<file path="src/rtl/si_tag_packetizer.sv">
// Packs a 32-bit tag stream into 128-bit frames. Each frame starts with a header beat
// carrying the sequence number and the rollover time shared by every tag in the frame.
module si_tag_packetizer #(
  parameter int DATA_WIDTH_OUT = 128,
  parameter int MAX_TAGS       = 256,
  parameter int TIMEOUT_CYCLES = 1024
) (
  input  logic         clk,
  input  logic         rst,
  input  logic         s_axis_tvalid,
  output logic         s_axis_tready,
  input  logic [31:0]  s_axis_tdata,
  input  logic [31:0]  s_axis_tuser,
  output logic         m_axis_tvalid,
  input  logic         m_axis_tready,
  output logic [127:0] m_axis_tdata,
  output logic [15:0]  m_axis_tkeep,
  output logic         m_axis_tlast,
  output logic [31:0]  seq_num,
  output logic         frame_done
);
  if (DATA_WIDTH_OUT != 128) begin : g_bad_width
    $error("si_tag_packetizer: DATA_WIDTH_OUT must be 128");
  end
  if (MAX_TAGS < 4 || MAX_TAGS > 4096 || (MAX_TAGS % 4) != 0) begin : g_bad_tags
    $error("si_tag_packetizer: MAX_TAGS must be a multiple of 4 in 4..4096");
  end
  if (TIMEOUT_CYCLES < 1) begin : g_bad_timeout
    $error("si_tag_packetizer: TIMEOUT_CYCLES must be at least 1");
  end

  localparam int TOT_W = $clog2(MAX_TAGS + 1);
  localparam int TO_W  = $clog2(TIMEOUT_CYCLES + 1);
  localparam logic [TOT_W-1:0] LAST_TAG_IDX = TOT_W'(MAX_TAGS - 1);
  localparam logic [TO_W-1:0]  TO_LIMIT     = TO_W'(TIMEOUT_CYCLES);
  localparam logic [15:0]      HDR_MAGIC    = 16'h5349;

  typedef enum logic [1:0] {IDLE, HEADER, COLLECT, DRAIN} state_t;

  state_t             r_state;
  logic [31:0]        r_rollover;
  logic [31:0]        r_seq;
  logic [TOT_W-1:0]   r_total;
  logic [TO_W-1:0]    r_timeout;
  logic [31:0]        r_acc [4];
  logic [2:0]         r_acc_cnt;
  logic               r_m_tvalid;
  logic [127:0]       r_m_tdata;
  logic [15:0]        r_m_tkeep;
  logic               r_m_tlast;

  logic               w_out_free;
  logic               w_acc_full;
  logic               w_first;
  logic               w_match;
  logic               w_tready;
  logic               w_accept;
  logic               w_mismatch;
  logic               w_last_tag;
  logic               w_tlast_hs;
  logic [31:0]        w_seq_cur;
  logic [TO_W-1:0]    w_to_next;
  logic [3:0]         w_lane_used;
  logic [127:0]       w_acc_data;
  logic [15:0]        w_acc_keep;

  assign w_out_free = !r_m_tvalid || m_axis_tready;
  assign w_acc_full = (r_acc_cnt == 3'd4);
  assign w_first    = (r_total == '0);
  assign w_match    = (s_axis_tuser == r_rollover);
  // A tag with a foreign rollover is refused outright so it can open the next frame.
  assign w_tready   = (r_state == COLLECT) && (!w_acc_full || w_out_free) && (w_first || w_match);
  assign w_accept   = s_axis_tvalid && w_tready;
  assign w_mismatch = (r_state == COLLECT) && s_axis_tvalid && !w_first && !w_match;
  assign w_last_tag = (r_total == LAST_TAG_IDX);
  assign w_tlast_hs = r_m_tvalid && m_axis_tready && r_m_tlast;
  assign w_seq_cur  = w_tlast_hs ? r_seq + 32'd1 : r_seq;
  assign w_to_next  = (r_timeout == TO_LIMIT) ? r_timeout : r_timeout + TO_W'(1);

  for (genvar gi = 0; gi < 4; gi++) begin : g_lane
    assign w_lane_used[gi]        = (r_acc_cnt > 3'(gi));
    assign w_acc_data[32*gi +: 32] = w_lane_used[gi] ? r_acc[gi] : 32'h0;
    assign w_acc_keep[4*gi +: 4]   = {4{w_lane_used[gi]}};
  end

  always_ff @(posedge clk) begin
    if (rst) begin
      r_state    <= IDLE;
      r_rollover <= 32'h0;
      r_seq      <= 32'h0;
      r_total    <= '0;
      r_timeout  <= '0;
      for (int i = 0; i < 4; i++) r_acc[i] <= 32'h0;
      r_acc_cnt  <= 3'd0;
      r_m_tvalid <= 1'b0;
      r_m_tdata  <= 128'h0;
      r_m_tkeep  <= 16'h0;
      r_m_tlast  <= 1'b0;
    end else begin
      if (r_m_tvalid && m_axis_tready) r_m_tvalid <= 1'b0;
      if (w_tlast_hs) r_seq <= r_seq + 32'd1;

      case (r_state)
        IDLE: begin
          if (s_axis_tvalid && w_out_free) begin
            r_rollover <= s_axis_tuser;
            r_m_tvalid <= 1'b1;
            r_m_tdata  <= {48'h0, HDR_MAGIC, s_axis_tuser, w_seq_cur};
            r_m_tkeep  <= 16'hFFFF;
            r_m_tlast  <= 1'b0;
            r_state    <= HEADER;
          end
        end
        HEADER: begin
          if (m_axis_tready) begin
            r_timeout <= '0;
            r_total   <= '0;
            r_state   <= COLLECT;
          end
        end
        COLLECT: begin
          if (w_accept) begin
            r_timeout <= '0;
            r_total   <= r_total + TOT_W'(1);
            if (w_last_tag) begin
              // The final tag always completes a 4-tag beat; ship it straight out when possible.
              r_state <= DRAIN;
              if (w_out_free) begin
                r_m_tvalid <= 1'b1;
                r_m_tdata  <= {s_axis_tdata, r_acc[2], r_acc[1], r_acc[0]};
                r_m_tkeep  <= 16'hFFFF;
                r_m_tlast  <= 1'b1;
                r_acc_cnt  <= 3'd0;
              end else begin
                r_acc[3]  <= s_axis_tdata;
                r_acc_cnt <= 3'd4;
              end
            end else if (w_acc_full) begin
              r_m_tvalid <= 1'b1;
              r_m_tdata  <= w_acc_data;
              r_m_tkeep  <= 16'hFFFF;
              r_m_tlast  <= 1'b0;
              r_acc[0]   <= s_axis_tdata;
              r_acc_cnt  <= 3'd1;
            end else begin
              r_acc[r_acc_cnt[1:0]] <= s_axis_tdata;
              r_acc_cnt             <= r_acc_cnt + 3'd1;
            end
          end else if (w_mismatch) begin
            r_state <= DRAIN;
          end else if (!s_axis_tvalid) begin
            r_timeout <= w_to_next;
            if (w_to_next == TO_LIMIT && !w_first) r_state <= DRAIN;
          end
        end
        DRAIN: begin
          if (r_acc_cnt == 3'd0) begin
            r_state <= IDLE;
          end else if (w_out_free) begin
            r_m_tvalid <= 1'b1;
            r_m_tdata  <= w_acc_data;
            r_m_tkeep  <= w_acc_keep;
            r_m_tlast  <= 1'b1;
            r_acc_cnt  <= 3'd0;
            r_state    <= IDLE;
          end
        end
        default: r_state <= IDLE;
      endcase
    end
  end

  assign s_axis_tready = w_tready;
  assign m_axis_tvalid = r_m_tvalid;
  assign m_axis_tdata  = r_m_tdata;
  assign m_axis_tkeep  = r_m_tkeep;
  assign m_axis_tlast  = r_m_tlast;
  assign seq_num       = r_seq;
  assign frame_done    = w_tlast_hs;
endmodule

</file>
<file path="config.mk">
export PLATFORM = sky130hd
export DESIGN_NAME = si_tag_packetizer
export DESIGN_NICKNAME = d
export VERILOG_FILES = /design/src/rtl/si_tag_packetizer.sv
export SDC_FILE = /design/constraint.sdc
export NUM_CORES = 1
export LEC_CHECK = 0
export CORE_MARGIN = 2
export CORE_UTILIZATION = 49
export CTS_CLUSTER_DIAMETER = 150
export DETAILED_ROUTE_END_ITERATION = 12
export PLACE_DENSITY_LB_ADDON = 0.25
export SLEW_MARGIN = 20
export SYNTH_ARGS = -nofsm -noshare
export SYNTH_HDL_FRONTEND = slang
export SYNTH_SLANG_ARGS = --single-unit
</file>
<file path="constraint.sdc">
create_clock -name clk -period 4.8 [get_ports clk]
set_input_delay 0.96 -clock clk [delete_from_list [all_inputs] [get_ports clk]]
set_output_delay 0.96 -clock clk [all_outputs]
set_load 0.02 [all_outputs]
</file>
# == After elaboration in Yosys (flattened, before gate mapping) ==
# Memories as Yosys holds them, arrays and structs flattened.
# Cells that the tools add are included.
# totals
reg_bits,235
latch_bits,0
ramBits,128
mem_bits_ro,0
input_bits,68
output_inout_bits,180
mem_count,1
# mem_list
memory,depth,width,read_ports,rd_ports_with_merged_regs,wr,line_no,source
r_acc,4,32,4,0,4,45,logic [31:0] r_acc [4];
# op_classes
add_sub_neg,4
mul,0
div,0
magnitude_cmp,4
n_eq_ne,21
shifts,0
muxes,87
bitwise_logic,2
n_reduce_logical,31
# ops
op,n
2-to-1 mux 128 bit,7
one-hot mux 128 bit (3 select lines),1
2-to-1 mux 32 bit,8
2-to-1 mux 16 bit,7
2-to-1 mux 11 bit,5
one-hot mux 16 bit (3 select lines),1
2-to-1 mux 1 bit,34
adder 32 x 1 -> 32 bit (second input constant),1
== test 32 bit,1
OR reduction 32 bit,1
== test 11 bit (second input constant),2
one-hot mux 11 bit (2 select lines),1
2-to-1 mux 2 bit,10
2-to-1 mux 3 bit,6
2-to-1 mux 9 bit,2
!= test 3 bit (second input constant),6
one-hot mux 9 bit (2 select lines),1
adder 11 x 1 -> 11 bit (second input constant),1
logical AND 1 bit,10
!= test 2 bit (second input constant),5
adder 9 x 1 -> 9 bit (second input constant),1
== test 9 x 8 -> 1 bit (second input constant),1
zero test 9 bit,1
one-hot mux 2 bit (4 select lines),1
23 further kinds,35

# == Depth between registers and ports, before layout ==
# Gate-level depths: netlist of the first run.
# logic_depth
ltp_word,12
ltp_mapped,13
depth_no_buf,11

# == Worst setup path before layout of the first run ==
# No wires, ideal clock.
# synth_timing
kind,input-to-reg
start,input port s_axis_tuser[1]
end,"memory r_acc[3][0], enable pin"
setup_time_ps,470
t_arrival_ps,4414
required_ps,4330
setup_slack_ps,-84
stages,7
cell_sequence,xnor2_1 > nand4_1 > nor4_2 > a21boi_2 > nor2_4 > nand3_4 > o31ai_1
# synth_rtl
item,line_no,source
"start, declared",13,"input logic [31:0] s_axis_tuser,"
"end, declared",45,

# == Worst setup path in the final report of the first run ==
# layout_timing
start,input port s_axis_tuser[10]
end,output port s_axis_tready
# layout_between
elab_chain_len,3
# layout_rtl
item,line_no,source
== test 32 bit,70,assign w_match = (s_axis_tuser == r_rollover);
logical OR 1 bit,72,assign w_tready = (r_state == COLLECT) && (!w_acc_full || w_out_free) && (w_first || w_match);
logical AND 1 bit,72,
"end, declared",11,"output logic s_axis_tready,"
# Every way passes these cells.

==> out/qor.txt, run 1 <==
Syn Inst Count: 1,522
CTS Buf Count: 37
GRT Residual Overflow: 0
P_sw: 4.00 mW
drc violations: 0
top-area cell type share of the netlist area: 0.290
Post-Synth XOR/XNOR Area: 0.0421
worst reg2reg path startpoint: r_total[0]$_SDFFE_PP0P_
initial antenna violation count: 3
power density over cell area: 573 mW/mm2
Seq pwr share: 0.352
fraction of layout instances using a drive strength above 1: 0.0630
Post-Synth Adder-Cell Area: 0.0114
number of global-route vias before repair: 11.9k
largest family of logic cells by synthesized area: simple AND/OR/NAND/NOR gates
commonest cells after routing, fill and taps aside: 246 x clkdlybuf4s50_1, 223 x dfxtp_1, 214 x nor2_1
status: finished, final reports clean
router iterations before antenna repair: 5
clock tree buffer depth: 3
Starting DRT DRC Count: 1,304
Routed Antenna Nets: 0
Setup Crit Path Kind: in -> out
die area: 0.0328 mm2
clk sink count: 351
clk_lat worst skew: 0.52 ns
Final Max Tran Viols: 0
Worst-path clk slew: 0.06 ns
Synth Cell Area: 0.0154 mm2
ys async rst share: 0
maximum vdd drop: 530 uV
area leader, netlist: dfxtp_1
Hold Path Sink: m_axis_tdata[84]$_SDFFE_PP0P_
postcts setup bufs: 0
Final HPWL DP: 29,100 um
metal2 WL: 20,200 um
largest net degree at the start of global routing: 97
Seq/Total Area, Yosys: 0.540
diode count: 0
worst hold start: m_axis_tdata[84]$_SDFFE_PP0P_
nets: 1,783
Top Metal Used: met5
IO Pins: 248
total global-route track usage: 0.269
die width: 181 um
RSZ-0062 raised after global routing: no
Vias: 12.4k
clk root buf: clkbuf_16
Worst EP arrival: 3.28 ns
multiplexer area fraction after synthesis: 0.00325
synth unique cells: 65
drt total wl: 44,800 um
Routed met3 length: 3890 um
Mapped Nets: 1,604
Synth Area in Compound Gates: 0.106
Final min period: 4.24 ns
crit start category: primary input
Internal Power: 6.77 mW
Final setup violation count: 0
worst-path fanout max: 5
filler cell count: 2,596
CTS Hold Bufs: 0
Final Hold Viols: 0
worst slew pin tran: 1.08 ns
Setup TNS Final: 0 ns
leading cell type in the layout, fill and taps excluded: clkdlybuf4s50_1
average size of a mapped cell: 10.1 um2
Clock power frac: 0.262
crit path from: s_axis_tuser[10]
Layout Skew: 0.0125 ns
Avg WL per Cell: 21.1 um
R2R depth: 12
leak pwr: 7.06 nW
FF-to-FF End: m_axis_tdata[112]$_SDFFE_PP0P_
post-CTS resize count: 0
synth-to-layout area growth: 22.2%
Max Cap Violations: 0
sw frac: 0.372
Comb pwr share: 0.386
final instance area: 0.0188 mm2
simple-gate share of the synthesized area: 0.226
Starting Density: 0.500
CTS tree: done
Post-synth EDFFs: 128
die height: 181 um
Crit. End Element: output pin
first-pass GRT wire length: 69,200 um
largest cells by area after synthesis: dfxtp_1 29%, edfxtp_1 25%, nor2_1 5.3%
HP Class: reg -> reg
GPL Wtd Cong: 0.919
WP data required: 3.84 ns
Seq cells post-synth: 351
Core Rows: 64
Worst Hold Depth: 2
H-tree levels: 2
reg-to-reg setup timing slack: 1.38 ns
warnings from Yosys: 0
placed cell area: 0.0176 mm2
Final period util: 0.883
Met1 Wirelength: 19,500 um
Primary FF master, synth: dfxtp_1
Peak Freq: 236 MHz
I/O Buffers: 247
Slew HR: 0.281
DR vias/cell: 5.84
Core Box Area: 0.0307 mm2
cell usage after synthesis (3+ instances only):
cell and number:
clkbuf_8 10, nor2_1 216, a21oi_1 73, xor2_1 24, and3_1 113, nor3_2 4
inv_1 16, a31oi_1 3, nand4_1 22, buf_4 15, buf_6 13, mux2i_1 5
edfxtp_1 128, ha_1 14, nand2b_1 3, buf_12 11, dfxtp_1 223, clkbuf_2 15
buf_2 7, nor3_1 106, clkbuf_1 46, a221oi_1 67, nor4_2 4, a211oi_1 38
dlygate4sd3_1 4, and2_1 36, o31ai_1 4, dlygate4sd1_1 8, xnor2_1 50, nand3_1 43
nand2_1 128, o21ai_1 4, and4_1 5, o21ai_0 11, a311oi_1 13
sequential cells by signal, summed over array words and instances (netlist names):
register	flops
m_axis_tdata	128
m_axis_tkeep	4
m_axis_tlast	1
m_axis_tvalid	1
r_acc	128
r_acc_cnt	3
r_rollover	32
r_state	2
r_timeout	11
r_total	9
seq_num	32
per-layer routing:
metal / vias up / GRT usage
li1: 5794 / -
met1: 6001 / 0.392
met2: 545 / 0.413
met3: 81 / 0.0415
met4: 2 / 0.0787
met5: - / 0
stage by stage:
stage	hold slack (ns)	cells	total power, mW	util	setup slack (ns)
global placement	0.444	2058	7.94	0.572	0.507
CTS	0.455	2126	10.8	0.611	0.519
finish	0.452	2126	10.8	0.611	0.561
detailed placement	0.445	2058	8.01	0.572	0.535
floorplan	0.449	1522	7.04	-	0.0740
global route	0.483	2126	11.4	0.611	0.441
logic make-up after synthesis:
family          count (synthesis)
compound gates                228
fa+ha+maj                      14
xor+xnor                       74
flops                         351
buf+inv                       148
mux                             5
simple gates                  702
worst max-delay path, cell delays in order:
cell and delay [ns]:
clkdlybuf4s50_1 0.53, xnor2_1 0.17, nand4_1 0.18, nor4_2 0.34, a21boi_2 0.18, nor3_1 0.26, clkdlybuf4s50_1 0.67
worst max-delay path by stage:
stage	slack, ns	endpoint
after CTS	0.52	s_axis_tready
final	0.56	s_axis_tready
after detailed placement	0.53	s_axis_tready
after global placement	0.51	s_axis_tready
after floorplan	0.07	r_acc[1][0]$_SDFFCE_PN0P_
after global routing	0.44	s_axis_tready
final cells by class:
type	count	area, um2	area share
flip-flops and latches	351	8310	0.442
multi-input cells	1023	6040	0.321
repair buffers	272	2700	0.144
clock buffers	57	1090	0.0582
well taps	396	495	0.0264
clock inverters	11	104	0.00552
inverters	16	60.1	0.00319
power groups by stage:
stage	registers, mW	clock network, mW	logic, mW
final	3.79	2.82	4.16
after global routing	3.84	2.98	4.55
after floorplan	4.13	0	2.91
after CTS	3.79	2.85	4.18
after global placement	3.83	0	4.11
after detailed placement	3.85	0	4.16
No activity file was read; power rests on OpenSTA's default activity.
==> run 2, diff against run 1 <==
CORE_MARGIN = 4   (was 2)
SLEW_MARGIN = 15   (was 20)
==> run 2 against run 1 <==
Effect of this change: non-clock buffer count fell by 2; critical path depth is the same; clock skew up 0.0075 ns; hold slack is essentially flat; sequential share of layout area is 0.25 points lower.
==> out/qor.txt, run 2 (same netlist as run 1, synthesis figures left out) <==
status: finished, final reports clean
met3 usage: 0.0481 (+0.00659)
delay-heaviest family, CP: buffers and inverters
Final min period: 4.32 ns (+0.0829 ns)
register area: 0.00831 mm2 (unchanged)
Layout Skew: 0.0200 ns (+0.00754 ns)
Clock power frac: 0.278 (+0.016)
leak pwr: 7.11 nW (+0.65%)
Final Max Tran Viols: 0 (unchanged)
Starting DRT DRC Count: 1,296 (-0.61%)
Final HPWL DP: 29,400 um (+0.98%)
largest net degree at the start of global routing: 152 (+57%)
Multi-input gate area: 0.00603 mm2 (-0.12%)
worst-path fanout max: 5 (unchanged)
clk root buf: clkbuf_16
drt total wl: 45,000 um (+0.35%)
final core utilization: 0.615 (+0.00346)
P_sw: 4.01 mW (+0.15%)
Worst Path Buf+Inv: 2 (unchanged)
nets: 1,782 (-0.056%)
Tot Pwr: 10.9 mW (+1.3%)
commonest cells after routing, fill and taps aside: 246 x clkdlybuf4s50_1, 223 x dfxtp_1, 214 x nor2_1
sw frac: 0.367 (-0.00428)
Seq pwr share: 0.347 (-0.005)
fraction of layout instances using a drive strength above 1: 0.0665 (+0.00351)
GRT met2 Usage: 0.385 (-0.0280)
Comb pwr share: 0.375 (-0.011)
Worst-path clk slew: 0.06 ns (about the same)
die area: 0.0343 mm2 (+4.5%)
critical path's largest stage delay: 0.68 ns (about the same)
Slew HR: 0.428 (+0.147)
Crit. End Element: output pin
WHS: 0.452 ns (+0.000269 ns)
Routed Antenna Nets: 0 (unchanged)
CP Cell Sequence: clkdlybuf4s50_1 > xnor2_1 > nand4_1 > nor4_2 > a21boi_2 > nor3_1 > clkdlybuf4s50_1
I/O Buffers: 247 (unchanged)
H-tree levels: 2 (unchanged)
Final period util: 0.900 (+0.0173)
Worst EP arrival: 3.36 ns (+0.08 ns)
clk sink count: 351 (unchanged)
Internal Power: 6.90 mW (+2.0%)
die width: 185 um (+2.2%)
Core Box Area: 0.0307 mm2 (unchanged)
IO Pins: 248 (unchanged)
Vias: 12.4k (-0.15%)
WP data required: 3.84 ns (about the same)
GRT Residual Overflow: 0 (unchanged)
synth-to-layout area growth: 22.9%
CP dominant cell by count: clkdlybuf4s50_1
number of global-route vias before repair: 11.8k (-0.73%)
leading cell type in the layout, fill and taps excluded: clkdlybuf4s50_1
GPL Wtd Cong: 0.906 (-1.4%)
Final Hold Viols: 0 (unchanged)
router iterations before antenna repair: 5 (unchanged)
reg-to-reg setup timing slack: 1.38 ns (about the same)
total global-route track usage: 0.252 (-0.0161)
crit start category: primary input
DR vias/cell: 5.83 (-0.20%)
worst slew pin tran: 0.858 ns (-0.220 ns)
HP Class: reg -> reg
post-CTS resize count: 0 (unchanged)
drc violations: 0 (unchanged)
initial antenna violation count: 8 (+5)
placed cell area: 0.0176 mm2 (about the same)
CTS tree: done
clock tree buffer depth: 3 (unchanged)
Avg WL per Cell: 21.2 um (+0.31%)
die height: 185 um (+2.2%)
CTS Buf Count: 38 (+2.7%)
Setup Crit Path Kind: in -> out
Starting Density: 0.500 (unchanged)
clk_lat worst skew: 0.52 ns (about the same)
Max Cap Violations: 0 (unchanged)
slowest stage cell, crit path: clkdlybuf4s50_1
Final setup violation count: 0 (unchanged)
Core Rows: 64 (unchanged)
Peak Freq: 231 MHz (-1.9%)
postcts setup bufs: 0 (unchanged)
RSZ-0062 raised after global routing: no
Most Used Layer, Global Route: met2
CTS Hold Bufs: 0 (unchanged)
met1 GRT Util: 0.365 (-0.0263)
final instance area: 0.0189 mm2 (+0.57%)
maximum vdd drop: 643 uV (+21%)
power density over cell area: 577 mW/mm2 (+0.75%)
first-pass GRT wire length: 67,600 um (-2.3%)
Setup TNS Final: 0 ns (unchanged)
filler cell count: 2,595 (-0.039%)
## run 2: worst paths after layout
check | cells past startpoint | start | to
max reg2reg | 11 | r_total[0]$_SDFFE_PP0P_ | r_acc[2][17]$_SDFFCE_PN0P_
min | 2 | m_axis_tdata[83]$_SDFFE_PP0P_ | m_axis_tdata[83]$_SDFFE_PP0P_
max | 7 | s_axis_tuser[4] | s_axis_tready
min reg2reg | 2 | m_axis_tdata[83]$_SDFFE_PP0P_ | m_axis_tdata[83]$_SDFFE_PP0P_
## run 2: per-layer routing
metal | wire length, um | share of wire
met5 | 9 | 0.00020
met4 | 1450 | 0.032
met3 | 4610 | 0.10
met2 | 19900 | 0.44
met1 | 19000 | 0.42
## run 2: final cells by class
cell class                 instances  area share
sequential                       351       0.439
multi-input combinational       1023       0.319
tap                              396      0.0262
inverter                          16     0.00318
clock buffer                      50      0.0571
antenna                            2    0.000265
timing repair buffer             270       0.143
clock inverter                    19      0.0121
## run 2: tightest hold or removal path, cell delays in order, from the launching register on
cell and delay (ns):
dfxtp_1 0.31, nand2_1 0.05, a21oi_1 0.05
## run 2: power groups by stage
stage,Clock [mW],Combinational (mW),Sequential (mW)
floorplan,0,2.91,4.13
global placement,0,4.05,3.83
detailed placement,0,4.10,3.84
CTS,3.07,4.12,3.79
global route,3.19,4.50,3.83
finish,3.03,4.09,3.79
## run 2: stage by stage
step,worst slack (ns),std cells
6_report,0.478,2127
5_1_grt,0.440,2125
4_1_cts,0.481,2125
3_5_place_dp,0.482,2056
3_3_place_gp,0.507,2056
2_1_floorplan,0.0740,1522
==> run 3, diff against run 2 <==
CORE_MARGIN = unset   (was 4)
CORE_UTILIZATION = 35   (was 49)
HOLD_SLACK_MARGIN = 0.03   (was unset)
==> run 3 against run 2 <==
Effect of this change: maximum frequency up 1.7%; utilization is 17 points lower; combinational power increased by 4%; non-clock buffer count rose by 3; routed wire length rose by 9.8%; sequential power about the same; critical path depth unchanged; setup slack gained 0.074 ns; sequential share of layout area down 0.63 points; first-iteration DRC count shrank 27%; critical path type unchanged; critical endpoint unchanged.
==> out/qor.txt, run 3 (same netlist as run 1, synthesis figures left out) <==
Peak Freq: 235 MHz (+1.7%)
Final period util: 0.885 (-0.0154)
GRT Residual Overflow: 0 (unchanged)
critical path's largest stage delay: 0.67 ns (about the same)
Clock power frac: 0.274 (-0.004)
HP Class: reg -> reg
leak pwr: 7.13 nW (+0.30%)
fraction of layout instances using a drive strength above 1: 0.0673 (+0.000806)
Seq pwr share: 0.343 (-0.004)
Core Rows: 76 (+19%)
clock tree buffer depth: 3 (unchanged)
WHS: 0.457 ns (+0.00502 ns)
Crit. End Element: output pin
Setup TNS Final: 0 ns (unchanged)
CTS Hold Bufs: 0 (unchanged)
R2R depth: 12 (+1)
nets: 1,788 (+0.34%)
worst reg2reg path startpoint: r_total[0]$_SDFFE_PP0P_
Final HPWL DP: 32,300 um (+10%)
slowest stage cell, crit path: clkdlybuf4s50_1
total global-route track usage: 0.218 (-0.0344)
leading cell type in the layout, fill and taps excluded: clkdlybuf4s50_1
maximum vdd drop: 510 uV (-21%)
Starting Density: 0.356 (-0.144)
worst hold start: m_axis_tdata[90]$_SDFFE_PP0P_
CP dominant cell by count: clkdlybuf4s50_1
Routed Antenna Nets: 0 (unchanged)
commonest cells after routing, fill and taps aside: 246 x clkdlybuf4s50_1, 223 x dfxtp_1, 214 x nor2_1
clk sink count: 351 (unchanged)
crit start category: primary input
post-CTS resize count: 0 (unchanged)
Setup Crit Path Kind: in -> out
die area: 0.0448 mm2 (+31%)
CTS tree: done
synth-to-layout area growth: 24.7%
Internal Power: 6.93 mW (+0.42%)
postcts setup bufs: 0 (unchanged)
H-tree levels: 2 (unchanged)
die width: 212 um (+14%)
drt total wl: 49,400 um (+9.8%)
DR vias/cell: 5.28 (-9.5%)
drc violations: 0 (unchanged)
initial antenna violation count: 7 (-1)
Final setup violation count: 0 (unchanged)
final core utilization: 0.444 (-0.171)
worst-path fanout max: 5 (unchanged)
Final min period: 4.25 ns (-0.0740 ns)
sw frac: 0.375 (+0.00771)
Layout Skew: 0.0232 ns (+0.00315 ns)
Comb pwr share: 0.382 (+0.007)
power density over cell area: 578 mW/mm2 (+0.21%)
router iterations before antenna repair: 6 (+1)
IO Pins: 248 (unchanged)
reg-to-reg setup timing slack: 1.35 ns (-0.03 ns)
CTS Buf Count: 41 (+7.9%)
Avg WL per Cell: 21.2 um (+0.41%)
final instance area: 0.0192 mm2 (+1.4%)
CP Cell Sequence: clkdlybuf4s50_1 > xnor2_1 > nand4_1 > nor4_2 > a21boi_2 > nor3_1 > clkdlybuf4s50_1
first-pass GRT wire length: 73,100 um (+8.1%)
Starting DRT DRC Count: 948 (-27%)
Vias: 12.3k (-1.0%)
Final Max Tran Viols: 0 (unchanged)
clk_lat worst skew: 0.56 ns (+0.04 ns)
WP data required: 3.84 ns (about the same)
Slew HR: 0.337 (-0.0910)
number of global-route vias before repair: 11.7k (-0.25%)
Worst-path clk slew: 0.05 ns (about the same)
Core Box Area: 0.0432 mm2 (+40%)
Hold Path Sink: m_axis_tdata[90]$_SDFFE_PP0P_
P_sw: 4.16 mW (+3.8%)
die height: 212 um (+14%)
I/O Buffers: 247 (unchanged)
status: finished, final reports clean
FF-to-FF End: m_axis_tdata[110]$_SDFFE_PP0P_
clk root buf: clkbuf_16
placed cell area: 0.0179 mm2 (+1.5%)
Worst Hold Depth: 2 (unchanged)
Worst EP arrival: 3.29 ns (-0.07 ns)
GPL Wtd Cong: 0.855 (-5.6%)
Final Hold Viols: 0 (unchanged)
worst slew pin tran: 0.994 ns (+0.136 ns)
Max Cap Violations: 0 (unchanged)
RSZ-0062 raised after global routing: no
largest net degree at the start of global routing: 87 (-43%)
run 3: layout make-up:
type,count,area (um2)
multi-input combinational,1023,6040
sequential,351,8310
fill,4199,24000
inverter,16,60.1
timing repair buffer,273,2720
tap,585,732
clock inverter,8,78.8
clock buffer,67,1230
antenna,3,7.51
run 3: worst max-delay path by stage:
stage                                 from                         to  slack (ns)  cells after the start
final                     s_axis_tuser[10]              s_axis_tready        0.55                      7
after global routing      s_axis_tuser[10]              s_axis_tready        0.44                      7
after floorplan            s_axis_tuser[1]  r_acc[1][0]$_SDFFCE_PN0P_        0.07                      7
after CTS                 s_axis_tuser[10]              s_axis_tready        0.50                      7
after global placement    s_axis_tuser[10]              s_axis_tready        0.51                      7
after detailed placement  s_axis_tuser[23]              s_axis_tready        0.52                      7
run 3: power groups by stage:
stage | combinational (mW) | sequential, mW | clock (mW)
after floorplan | 2.91 | 4.13 | 0
after global placement | 4.22 | 3.87 | 0
after detailed placement | 4.27 | 3.87 | 0
after CTS | 4.29 | 3.81 | 3.11
after global routing | 4.65 | 3.85 | 3.22
final | 4.24 | 3.81 | 3.04
run 3: per-stage QoR:
stage | power, mW | setup slack, ns | std cells
6_report | 11.1 | 0.552 | 2326
5_1_grt | 11.7 | 0.436 | 2323
4_1_cts | 11.2 | 0.499 | 2323
3_5_place_dp | 8.14 | 0.524 | 2248
3_3_place_gp | 8.08 | 0.507 | 2248
2_1_floorplan | 7.04 | 0.0740 | 1522
run 3: critical path, delay by kind of cell:
kind / cells / cell delay [ns]
AOI/OAI and AO/OA: 1 / 0.18
xor gates and xnor gates: 1 / 0.15
buffers and inverters: 2 / 1.20
and+or+nand+nor: 3 / 0.80
run 3: layer usage:
| layer | up-vias | wire length [um] | track usage |
|---|---|---|---|
| met5 | - | 24 | 0 |
| met4 | 4 | 1020 | 0.0675 |
| met3 | 61 | 3370 | 0.0395 |
| met2 | 426 | 22800 | 0.343 |
| met1 | 5975 | 22200 | 0.303 |
| li1 | 5813 | - | - |
